File: src/rtl/reg_pkg.sv
// reg_pkg: shared defaults and sizing helper for the reg_pipe slice
package reg_pkg;

    localparam int DATAWIDTH_DEFAULT = 64;
    localparam int DEPTH_DEFAULT     = 4;

    // Width of an occupancy counter that must represent 0..depth inclusive
    function automatic int count_width(input int depth);
        return $clog2(depth + 1);
    endfunction

endpackage

File: src/rtl/reg_pipe_stage.sv
// reg_pipe_stage: one valid bit plus data register of the elastic pipeline
module reg_pipe_stage
    import reg_pkg::*;
#(
    parameter int DATAWIDTH = DATAWIDTH_DEFAULT
) (
    input  logic                 Clk,
    input  logic                 Rst,
    input  logic                 Flush,
    input  logic                 load,
    input  logic                 src_valid,
    input  logic [DATAWIDTH-1:0] src_data,
    output logic                 valid,
    output logic [DATAWIDTH-1:0] data
);

    // Load the valid bit on enable; data only follows a valid source so it never picks up garbage
    always_ff @(posedge Clk or posedge Rst) begin
        if (Rst) begin
            valid <= 1'b0;
            data  <= '0;
        end else if (Flush) begin
            valid <= 1'b0;
            data  <= '0;
        end else if (load) begin
            valid <= src_valid;
            if (src_valid)
                data <= src_data;
        end
    end

endmodule

File: src/rtl/reg_pipe.sv
// reg_pipe: elastic DEPTH-stage pipeline register with valid/ready handshake and flush
module reg_pipe
    import reg_pkg::*;
#(
    parameter int DATAWIDTH = DATAWIDTH_DEFAULT,
    parameter int DEPTH     = DEPTH_DEFAULT
) (
    input  logic                          Clk,
    input  logic                          Rst,
    input  logic                          Flush,
    input  logic                          in_valid,
    output logic                          in_ready,
    input  logic [DATAWIDTH-1:0]          d,
    output logic                          out_valid,
    input  logic                          out_ready,
    output logic [DATAWIDTH-1:0]          q,
    output logic [count_width(DEPTH)-1:0] Count
);

    localparam int CW = count_width(DEPTH);

    logic [DEPTH-1:0]     v;
    logic [DEPTH-1:0]     move;
    logic [DEPTH-1:0]     accept;
    logic [DATAWIDTH-1:0] r [DEPTH];
    logic                 down;

    // Ready chain walked from the output end: a stage moves when downstream takes it, accepts when empty or moving
    always_comb begin
        move   = '0;
        accept = '0;
        down   = out_ready;
        for (int k = DEPTH - 1; k >= 0; k--) begin
            move[k]   = v[k] & down;
            accept[k] = ~v[k] | move[k];
            down      = accept[k];
        end
    end

    assign in_ready = accept[0] & ~Flush;

    for (genvar k = 0; k < DEPTH; k++) begin : g_stage
        if (k == 0) begin : g_head
            reg_pipe_stage #(.DATAWIDTH(DATAWIDTH)) u_stage (
                .Clk       (Clk),
                .Rst       (Rst),
                .Flush     (Flush),
                .load      (accept[0]),
                .src_valid (in_valid & in_ready),
                .src_data  (d),
                .valid     (v[0]),
                .data      (r[0])
            );
        end else begin : g_body
            reg_pipe_stage #(.DATAWIDTH(DATAWIDTH)) u_stage (
                .Clk       (Clk),
                .Rst       (Rst),
                .Flush     (Flush),
                .load      (accept[k]),
                .src_valid (move[k-1]),
                .src_data  (r[k-1]),
                .valid     (v[k]),
                .data      (r[k])
            );
        end
    end

    assign out_valid = v[DEPTH-1];
    assign q         = r[DEPTH-1];

    // Occupancy is the popcount of the registered stage valid bits
    always_comb begin
        Count = '0;
        for (int k = 0; k < DEPTH; k++)
            Count = Count + CW'(v[k]);
    end

endmodule

File: config.mk
export PLATFORM = sky130hd
export DESIGN_NAME = reg_pipe
export DESIGN_NICKNAME = d
export VERILOG_FILES = /design/src/rtl/reg_pkg.sv /design/src/rtl/reg_pipe_stage.sv /design/src/rtl/reg_pipe.sv
export SDC_FILE = /design/constraint.sdc
export NUM_CORES = 1
export LEC_CHECK = 0
export BUFFER_PORTS_ARGS = -buffer_cell sky130_fd_sc_hd__buf_2
export CAP_MARGIN = 20
export CORE_MARGIN = 8
export CORE_UTILIZATION = 35
export CTS_BUF_LIST = sky130_fd_sc_hd__clkbuf_4
export DETAILED_ROUTE_END_ITERATION = 8
export PLACE_DENSITY = 0.62
export SLEW_MARGIN = 10
export SYNTH_ARGS = -nofsm -noshare
export SYNTH_HDL_FRONTEND = slang
export SYNTH_SLANG_ARGS = --single-unit
File: constraint.sdc
create_clock -name Clk -period 7.4 [get_ports Clk]
set_input_delay 0.74 -clock Clk [delete_from_list [all_inputs] [get_ports Clk]]
set_output_delay 0.74 -clock Clk [all_outputs]
set_load 0.03 [all_outputs]
==> flow_summary.json <==
{
  "avgSynthCellArea_um2": 12.3,
  "hpwl_um": 17500,
  "pwr_density_cell_nw_per_um2": 235,
  "min_period_over_period_pct": 43.4,
  "crit_fanout": 6,
  "cts_root_buffer": "clkbuf_4",
  "rows": 66,
  "mappedNetlistArea_um2": 11300,
  "path_buf_inv": 3,
  "setup_slack_ns": 4.19,
  "worstPathArrival_ns": 2.47,
  "drcViolationCount": 0,
  "skew_ns": 0.0428,
  "worst_pin_slew_ns": 1.11,
  "layout-drive-gt1-share_pct": 25.3,
  "peakVddDrop_v": 0.000111,
  "p_total_mw": 3.04,
  "finalSetupViolations": 0,
  "die_width_um": 196,
  "grt-ovfl-total": 0,
  "dr_total_vias": 8453,
  "wl_um": 30100,
  "critPathLaunchType": "flop",
  "dp_slack_ns": 4.13,
  "p_leak_nw": 5.85,
  "synth_cell_types": 26,
  "die_height_um": 196,
  "finalMaxSlewViolations": 0,
  "io_buffers": 137,
  "path_class": "reg -> out",
  "dieArea_um2": 38300,
  "ys_ff_latch": 260,
  "cts.sinks": 260,
  "grt_pass1_vias": 8503,
  "ant_nets": 0,
  "cts_buffer_depth": 3,
  "drv_cap": 0,
  "drt_iter0_drc": 605,
  "cts_setup_buffers": 0,
  "hold_path.class": "in -> reg",
  "via_per_inst": 5.69,
  "antenna_found_initial": 3,
  "grt_pass1_wl_um": 48300,
  "run_status": "finished clean",
  "grt.total_usage_pct": 15.5,
  "first_pass_iters": 5,
  "cts_resized": 0,
  "start_util_pct": 35.1,
  "path_delay_family": "adder cells",
  "fmax_mhz": 312,
  "final_common_cell": "dfrtp_1",
  "grt_setup_unrepaired": "no",
  "holdBufCountCts": 1,
  "grt_start_max_net_pins": 186,
  "crit_path_end_kind": "output pin",
  "cts_tree": "built",
  "clk_pin_slew_worst_paths_ns": 0.07,
  "cp_cell_sequence": "inv_1, fa_1, inv_1, ha_1, ha_1, buf_2",
  "fillers": 3103,
  "nets": 1094,
  "core_um2": 32200,
  "ys_seq_area_share_pct": 57.6,
  "period_minus_slack_ns": 3.21,
  "syn_nets": 990,
  "insertion_delay_ns": 0.66,
  "most-common-layout-cells": "dfrtp_1, a22o_1, buf_2",
  "htree_levels": 3,
  "io-pin-count": 138,
  "slew_headroom_pct": 26.1,
  "worst_ep_required_time_ns": 6.66,
  "finalSetupTns_ns": 0,
  "cts_buffers": 71,
  "cp_slowest_cell": "fa_1",
  "cpPeakStageDelay_ns": 0.57,
  "syn_to_final_growth_pct": 14.3,
  "avgRoutedWirePerCell_um": 20.3,
  "place.gp.congestion": 0.719,
  "synth_cells": 918,
  "hold_violations": 0,
  "yosysWarnings": 0
}
-- report_power, final --
part	internal (mW)	switching, mW	total (mW)
logic	0.0769	0.147	0.224
clock network	0.706	0.600	1.31
registers	1.47	0.0373	1.51
-- sequential cells by signal, summed over array words and instances, names as in the netlist --
| signal | cells |
|---|---|
| g_stage.g_head.u_stage.valid | 1 |
| g_stage.g_head.u_stage.data | 64 |
| g_stage.g_body.u_stage.data | 192 |
| g_stage.g_body.u_stage.valid | 3 |
-- routing by layer --
metal	vias to the layer above	wire length [um]	global-route usage (%)
met5	-	23	0
met4	4	733	6.32
met3	51	1610	3.70
met2	224	13700	23.4
met1	4242	14000	21.3
li1	3932	-	-
-- synth_stat cells (all sizes together) --
master | count | area share, %
nand3b | 1 | 0.10
nor2 | 3 | 0.10
o211ai | 64 | 4.3
nor3 | 2 | 0.29
a22o | 192 | 15
nor3b | 64 | 4.3
o21a | 1 | 0.066
clkbuf | 49 | 1.6
fa | 1 | 0.18
dfrtp | 260 | 58
and3 | 2 | 0.11
ha | 2 | 0.22
nand3 | 64 | 2.8
a41oi | 64 | 5.0
a21oi | 6 | 0.40
and4b | 1 | 0.12
inv | 8 | 0.27
nand4 | 64 | 3.5
nand2b | 1 | 0.055
and2b | 1 | 0.066
buf | 68 | 4.1
-- tightest hold or removal path, cell delays in order --
cell and delay (ns):
buf_2 0.11, nand3_1 0.07, o211ai_1 0.08
-- worst paths after layout --
| path | startpoint | end | slack [ns] | depth (start not counted) |
|---|---|---|---|---|
| worst max-delay path | g_stage[3].g_body.u_stage.valid | Count[1] | 4.19 | 6 |
| worst min-delay path | d[36] | g_stage[0].g_head.u_stage.data[36] | 0.38 | 3 |
| worst max register to register | g_stage[3].g_body.u_stage.valid | g_stage[3].g_body.u_stage.data[3] | 4.68 | 4 |
| worst min register to register | g_stage[1].g_body.u_stage.data[33] | g_stage[2].g_body.u_stage.data[33] | 0.47 | 1 |
| max in group asynchronous | Rst | g_stage[1].g_body.u_stage.data[63] | 5.46 | 4 |
| min in group asynchronous | Rst | g_stage[3].g_body.u_stage.data[19] | 0.62 | 3 |
-- layout make-up --
| cell class | instances | area (um2) | area share (%) |
|---|---|---|---|
| tap | 408 | 510 | 3.95 |
| timing repair buffer | 148 | 792 | 6.13 |
| clock buffer | 102 | 766 | 5.93 |
| inverter | 8 | 38.8 | 0.300 |
| sequential | 260 | 6510 | 50.4 |
| multi-input combinational | 533 | 4150 | 32.1 |
| antenna | 4 | 10.0 | 0.0775 |
| clock inverter | 23 | 148 | 1.14 |
-- metrics by stage --
step / area, um2 / std cells / hold slack (ns) / util [%]
after floorplan: 11300 / 918 / 0.466 / -
after global placement: 12000 / 1356 / 0.476 / 37.2
after detailed placement: 12000 / 1356 / 0.483 / 37.2
after CTS: 12900 / 1482 / 0.317 / 40.1
after global routing: 12900 / 1483 / 0.344 / 40.1
final: 12900 / 1486 / 0.384 / 40.1
-- logic make-up after synthesis --
group,share of synthesized area [%]
compound gates,24.6
flops,57.6
simple gates,11.5
buf+inv,6.01
fa+ha+maj,0.399
(Power assumes the default switching activity.)
